===== src/rtl/mem_wb_stage.sv =====
// MEM/WB pipeline register: latches the MEM result, drives the register
// file write port, answers operand hazard queries and counts retirements.
//
// Ports:
//   clk, rst           single clock, synchronous active-high reset
//   freeze             hold all stage state, including the retire counter
//   flush              load a bubble instead of the incoming instruction
//   MEM_valid          incoming instruction is valid
//   WB_en_in           incoming instruction writes a register
//   MEM_R_en_in        incoming instruction is a load
//   dest_in            incoming destination register
//   ALU_result_in      incoming ALU result
//   mem_data_in        incoming memory read data
//   src_1, src_2       hazard query operands
//   write_back_en      register-file write enable
//   WB_dest            register-file write address
//   WB_result          register-file write data
//   hazard_1/hazard_2  pending write targets src_1 / src_2
//   retired_count      number of valid instructions that left the stage
module mem_wb_stage #(
  parameter int NUM_REGS = 15
) (
  input  logic        clk,
  input  logic        rst,
  input  logic        freeze,
  input  logic        flush,
  input  logic        MEM_valid,
  input  logic        WB_en_in,
  input  logic        MEM_R_en_in,
  input  logic [3:0]  dest_in,
  input  logic [31:0] ALU_result_in,
  input  logic [31:0] mem_data_in,
  input  logic [3:0]  src_1,
  input  logic [3:0]  src_2,
  output logic        write_back_en,
  output logic [3:0]  WB_dest,
  output logic [31:0] WB_result,
  output logic        hazard_1,
  output logic        hazard_2,
  output logic [31:0] retired_count
);

  // One extra bit so NUM_REGS = 16 still lets every register through.
  localparam logic [4:0] NumRegsW = 5'(NUM_REGS);

  logic        valid_q, valid_d;
  logic        wb_en_q, wb_en_d;
  logic [3:0]  dest_q, dest_d;
  logic [31:0] result_q, result_d;
  logic [31:0] retired_q, retired_d;

  always_comb begin
    valid_d   = valid_q;
    wb_en_d   = wb_en_q;
    dest_d    = dest_q;
    result_d  = result_q;
    retired_d = retired_q;
    if (!freeze) begin
      // The instruction currently held leaves the stage on this edge.
      if (valid_q) retired_d = retired_q + 32'd1;
      valid_d  = MEM_valid & ~flush;
      wb_en_d  = WB_en_in & ~flush;
      dest_d   = dest_in;
      result_d = MEM_R_en_in ? mem_data_in : ALU_result_in;
    end
  end

  always_ff @(posedge clk) begin
    if (rst) begin
      valid_q   <= 1'b0;
      wb_en_q   <= 1'b0;
      dest_q    <= 4'd0;
      result_q  <= 32'd0;
      retired_q <= 32'd0;
    end else begin
      valid_q   <= valid_d;
      wb_en_q   <= wb_en_d;
      dest_q    <= dest_d;
      result_q  <= result_d;
      retired_q <= retired_d;
    end
  end

  assign write_back_en = valid_q & wb_en_q & ({1'b0, dest_q} < NumRegsW);
  assign WB_dest       = dest_q;
  assign WB_result     = result_q;
  assign hazard_1      = write_back_en & (src_1 == dest_q);
  assign hazard_2      = write_back_en & (src_2 == dest_q);
  assign retired_count = retired_q;

endmodule


===== config.mk =====
export PLATFORM = sky130hd
export DESIGN_NAME = mem_wb_stage
export DESIGN_NICKNAME = d
export VERILOG_FILES = /design/src/rtl/mem_wb_stage.sv
export SDC_FILE = /design/constraint.sdc
export NUM_CORES = 1
export LEC_CHECK = 0
export CORE_MARGIN = 10
export CORE_UTILIZATION = 40
export CTS_CLUSTER_SIZE = 12
export DETAILED_ROUTE_END_ITERATION = 12
export DONT_BUFFER_PORTS = 1
export GPL_TIMING_DRIVEN = 0
export PLACE_DENSITY = 0.52
export SYNTH_ARGS = -nofsm -noshare
export SYNTH_HDL_FRONTEND = slang
export SYNTH_SLANG_ARGS = --single-unit

===== constraint.sdc =====
create_clock -name clk -period 2.3 [get_ports clk]
set_input_delay 0.23 -clock clk [delete_from_list [all_inputs] [get_ports clk]]
set_output_delay 0.23 -clock clk [all_outputs]
set_load 0.1 [all_outputs]

==> results.cfg, run 1 <==
[clock_tree]
cts_tree = done
cts_buffer_depth = 2
htreeDepth = 3
clk_pin_slew_ns = 0.08
cts_buffers = 9
cts_hold_buf = 0
clk_latency_ns = 0.34
clock-sinks = 70
clockRootBuffer = clkbuf_8

[timing]
final_hold_viol_count = 0
fin_crit_sh = 0.977
drv_slew = 0
max-slew-margin-rel = 0.301
max_clock_freq_ghz = 0.445
setup_viol_count_final = 0
rsz0062_at_grt = true
worstMarginPinSlew_ns = 1.05
period_minus_slack_ns = 2.25
skew_ns = 0.00716

[layout]
fin_cells = 528
drive_gt1_frac = 0.206
finish.instance_area_mm2 = 0.00389
layout.nets = 502
layout_commonest_cell = nor2_1
antenna_cells = 0
syn2layout_area_growth_pct = 16.5
final_cell_mix = nor2_1 (92), a21oi_1 (46), mux2i_1 (37)
final_util = 0.476
n_fill_cell = 836

[routing]
dr.first_iter.drc_count = 91
drc_errors = 0
viasPerCell = 5.44
vias = 2873
drtAntennaViolNets = 0
drtPass1Iterations = 5
drt-wirelength-per-cell_um = 18.9
totalWireLength_mm = 9.97

[global_route]
grt_pass1_wl_mm = 15.4
grt_max_degree = 12
grt_pass1_vias = 2858
antenna_found_initial = 0
track_usage = 0.150
grt_remaining_overflow = 0

[min_path]
hp-class = primary input to flop
holdPathEnd = WB_dest[3]$_SDFFE_PP0N_
hold_start = dest_in[3]
whs_path_depth = 2

[synthesis]
ys_ff_latch = 70
synth.area.top_cells = dfxtp_1 (42%), mux2i_1 (11%), nor2_1 (11%)
yosysTopAreaCellShare = 0.420
yosysWarningCount = 0
yosysUniqueCellTypes = 38
syn-num-nets = 481
syn_avg_cell_area_um2 = 8.41
synth_top_area_cell = dfxtp_1
synth_area_mm2 = 0.00334
synth_seq_area_share = 0.420
synth_cells = 397

[worst_setup_path]
slowest_stage = or4b_4
critical_path_class = flop to flop
worstPathRequired_ns = 2.56
crit_fanout = 7
arrival_ns = 2.51
r2r_start = retired_count[3]$_SDFFE_PP0P_
endpoint_kind = flop
worstReg2RegEnd = retired_count[27]$_SDFFE_PP0P_
cpPeakStageDelay_ns = 0.60
start_kind = flop
path_cells = nand4_4 > or4b_4 > buf_4 > or4b_1 > a21oi_1
rrSetupSlack_ns = 0.05
reg2reg_depth = 5

[pwr]
seqPwrFrac = 0.590
p_leak_nw = 1.44
power_frac_comb = 0.073
irDropWorstVdd_uv = 340
switching_share = 0.343
p_switching_mw = 0.899
intPower_mw = 1.72
clkPwrFrac = 0.337
power_density_mw_per_mm2 = 674

[place]
dpl.hpwl_mm = 7.39
place_area_mm2 = 0.00353
gp_congestion = 0.766
place_inst = 502
portBuffers = 0

[job]
cap_violations = 0

[floorplan]
core_area_mm2 = 0.00818
die_y_um = 111
pin_count = 154
rows = 33
die_w_um = 111
die-area_mm2 = 0.0124
start_util = 0.408

[status]
outcome = completed
[through the flow]
stage / setup WS [ns] / hold WS (ns) / TNS [ns] / power [mW]
floorplan: 0.0113 / 0.374 / 0 / 1.74
global placement: -0.336 / 0.377 / -3.27 / 1.78
detailed placement: -0.356 / 0.386 / -3.82 / 1.79
CTS: 0.000902 / 0.0242 / 0 / 2.65
global route: -0.00664 / 0.0296 / -0.0101 / 2.73
finish: 0.0531 / 0.0306 / 0 / 2.62
[cells by family (layout without fill, tap and decap cells)]
group	Yosys count	count (layout)	synth area share
and+or+nand+nor	169	169	0.251
muxes	44	44	0.135
adders and majority gates	1	1	0.00375
xor gates and xnor gates	18	18	0.0472
AOI/OAI and AO/OA	62	62	0.104
buffers and inverters	33	59	0.0393
DFF	70	70	0.420
[routing by layer]
metal / GRT usage / vias up / share of wire
met1: 0.176 / 1340 / 0.42
met5: 0 / - / 0
met3: 0.0800 / 7 / 0.10
met2: 0.233 / 101 / 0.47
li1: - / 1425 / -
met4: 0.0411 / 0 / 0.0073
[flip-flops by register name, summed over array words and instances (netlist names)]
register / flops
WB_dest: 4
WB_result: 32
retired_count: 32
valid_q: 1
wb_en_q: 1
[power groups by stage]
stage	logic [mW]	clock network (mW)	registers (mW)
after floorplan	0.160	0	1.58
after global placement	0.190	0	1.59
after detailed placement	0.195	0	1.59
after CTS	0.195	0.902	1.55
after global routing	0.222	0.959	1.55
final	0.193	0.883	1.55
[how the worst max path moves through the flow]
stage                                               from                             end  slack (ns)  cells past startpoint
after floorplan           retired_count[21]$_SDFFE_PP0P_  retired_count[29]$_SDFFE_PP0P_        0.01                      5
after global routing       retired_count[4]$_SDFFE_PP0P_  retired_count[27]$_SDFFE_PP0P_      -0.007                      5
after CTS                  retired_count[7]$_SDFFE_PP0P_  retired_count[28]$_SDFFE_PP0P_      0.0009                      5
after detailed placement   retired_count[2]$_SDFFE_PP0P_  retired_count[21]$_SDFFE_PP0P_       -0.36                      5
after global placement     retired_count[2]$_SDFFE_PP0P_  retired_count[25]$_SDFFE_PP0P_       -0.34                      5
final                      retired_count[3]$_SDFFE_PP0P_  retired_count[27]$_SDFFE_PP0P_        0.05                      5
[cells in the mapped netlist (all sizes together)]
| cell | count |
|---|---|
| o21ai | 2 |
| nand2b | 1 |
| nor2 | 94 |
| ha | 1 |
| nand3 | 7 |
| nor3 | 5 |
| xor2 | 4 |
| or4 | 9 |
| nand3b | 1 |
| buf | 8 |
| and2 | 1 |
| mux2 | 7 |
| dfxtp | 70 |
| nand2 | 12 |
| clkbuf | 18 |
| nand4 | 9 |
| a21oi | 47 |
| o41ai | 2 |
| or3b | 1 |
| nor2b | 8 |
| a31o | 2 |
| and4 | 3 |
| and3 | 2 |
| or3 | 3 |
| o31ai | 8 |
| inv | 7 |
| and4b | 1 |
| xnor2 | 14 |
| nor3b | 1 |
| a22oi | 1 |
| nor4 | 8 |
| or4b | 2 |
| nand4b | 1 |
| mux2i | 37 |
[cell type report]
class                           count  area (um2)  share of cell area
Buffer                             25         104              0.0267
Clock buffer                       12         145              0.0373
Clock inverter                      4        21.3             0.00547
Inverter                            7        26.3             0.00675
Multi-Input combinational cell    294        1880               0.483
Sequential cell                    70        1500               0.386
Tap cell                          105         131              0.0338
Timing Repair Buffer               11        82.6              0.0212
[worst max-delay path: cells and delay by family (launching register included)]
family          cells  cell delay [ns]
compound gates      1             0.13
buf+inv             1             0.16
flops               1             0.58
simple gates        3             1.30
[what timing repair did]
| action | in CTS | in global routing |
|---|---|---|
| setup endpoints to repair | 26 | 10 |
| buffers inserted | 3 | 8 |
| pin swaps | 3 | 4 |
| gates resized for setup | 30 | 12 |
(Power assumes the default switching activity.)
==> run 2: changes to the inputs <==
--- a/config.mk
+++ b/config.mk
@@ -11,6 +11,7 @@
 export DETAILED_ROUTE_END_ITERATION = 12
 export DONT_BUFFER_PORTS = 1
 export GPL_TIMING_DRIVEN = 0
+export MAX_ROUTING_LAYER = met4
 export PLACE_DENSITY = 0.52
 export SYNTH_ARGS = -nofsm -noshare
 export SYNTH_HDL_FRONTEND = slang
==> run 2 against run 1 <==
Utilization is the same. Power about the same. Register-to-register slack barely moved. Via count grew 0.77%. Clock skew barely moved. Maximum frequency hardly changed. Hold slack better by 0.0064 ns. Non-clock buffer count is the same. Cell area is the same. Critical path depth is the same. Highest routed layer unchanged. Critical path type unchanged.
==> results.cfg, run 2 (synthesis gave the netlist of run 1 again) <==
[status]
outcome = completed

[floorplan]
rows = 33
core_area_mm2 = 0.00818
die_y_um = 111
start_util = 0.408
die-area_mm2 = 0.0124
pin_count = 154
die_w_um = 111

[clock_tree]
clock-sinks = 70
htreeDepth = 3
cts_buffer_depth = 2
cts_hold_buf = 0
clk_pin_slew_ns = 0.08
cts_buffers = 9
clk_latency_ns = 0.33
clockRootBuffer = clkbuf_8
cts_tree = done

[timing]
skew_ns = 0.00696
drv_slew = 0
max_clock_freq_ghz = 0.445
rsz0062_at_grt = true
period_minus_slack_ns = 2.25
timing.setup.tns_ns = 0
max-slew-margin-rel = 0.301
worstMarginPinSlew_ns = 1.05
final_hold_viol_count = 0
fin_crit_sh = 0.977
setup_viol_count_final = 0
fin_ws_ns = 0.0520

[worst_setup_path]
slowest_stage = or4b_4
path_buf_inv = 1
path_cells = nand4_4 > or4b_4 > buf_4 > or4b_1 > a21oi_1
start_kind = flop
path_delay_family = simple AND/OR/NAND/NOR gates
critical_path_class = flop to flop
r2r_start = retired_count[3]$_SDFFE_PP0P_
worstPathRequired_ns = 2.55
crit_fanout = 7
cp-startpoint = retired_count[3]$_SDFFE_PP0P_
arrival_ns = 2.50
cpPeakStageDelay_ns = 0.60
endpoint_kind = flop

[min_path]
hold_start = dest_in[3]
hp-class = primary input to flop

[pwr]
p_leak_nw = 1.44
power_density_mw_per_mm2 = 674
irDropWorstVdd_uv = 340
power.total_mw = 2.62

[layout]
final_cell_mix = nor2_1 (92), a21oi_1 (46), mux2i_1 (37)
drive_gt1_frac = 0.206
syn2layout_area_growth_pct = 16.5
antenna_cells = 0
seqCellArea_mm2 = 0.00150
multi_input_area_mm2 = 0.00188
layout_commonest_cell = nor2_1
n_fill_cell = 836
layout.nets = 502

[routing]
totalWireLength_mm = 9.98
drtAntennaViolNets = 0
drt-wirelength-per-cell_um = 18.9
drc_errors = 0
viasPerCell = 5.48
dr.first_iter.drc_count = 93
vias = 2895
drtPass1Iterations = 4

[global_route]
grt_pass1_vias = 2867
antenna_found_initial = 0
grt_max_degree = 12
grt_remaining_overflow = 0
track_usage = 0.154
grt_pass1_wl_mm = 15.4

[place]
gp_congestion = 0.776
portBuffers = 0
dp_slack_ns = -0.356
dpl.hpwl_mm = 7.39

[job]
cap_violations = 0
==> run 2: cell counts in the layout (fill, tap and decap cells not counted) <==
No cell type changed its count.
==> run 2: area by class of cell <==
cell class,instances,area share
tap,105,0.0338
inverter,7,0.00675
multi-input combinational,294,0.483
sequential,70,0.386
clock inverter,4,0.00547
timing repair buffer,11,0.0212
clock buffer,12,0.0373
buffer,25,0.0267
==> run 2: what timing repair did <==
item / CTS / global route
buffers inserted: 3 / 8
resized for setup: 30 / 12
setup endpoints to repair: 26 / 10
pin swaps: 3 / 4
gates cloned: 0 / 0
==> run 2: report_power, final <==
group | internal, mW | switching (mW) | leakage (nW) | total, mW
Combinational | 0.0813 | 0.111 | 0.752 | 0.193
Clock | 0.418 | 0.464 | 0.0905 | 0.882
Sequential | 1.23 | 0.322 | 0.595 | 1.55
==> run 2: layer usage <==
layer	vias to the layer above	track usage	wire length, um
li1	1428	-	-
met3	5	0.0709	900
met1	1362	0.181	4380
met2	100	0.233	4630
met4	0	0.0386	70
met5	-	-	0
==> run 2: stage by stage <==
stage	util	cell area [um2]	hold WS, ns	std cells
after floorplan	-	3400	0.374	397
after global placement	0.432	3530	0.377	502
after detailed placement	0.432	3530	0.386	502
after CTS	0.464	3790	0.0242	520
after global routing	0.476	3890	0.0313	528
final	0.476	3890	0.0370	528
==> run 2: final timing paths <==
| kind | end | slack (ns) | depth (start not counted) |
|---|---|---|---|
| worst min register to register | wb_en_q$_SDFFE_PP0N_ | 0.52 | 2 |
| worst max register to register | retired_count[27]$_SDFFE_PP0P_ | 0.05 | 5 |
| worst max-delay path | retired_count[27]$_SDFFE_PP0P_ | 0.05 | 5 |
| worst min-delay path | WB_dest[3]$_SDFFE_PP0N_ | 0.04 | 2 |
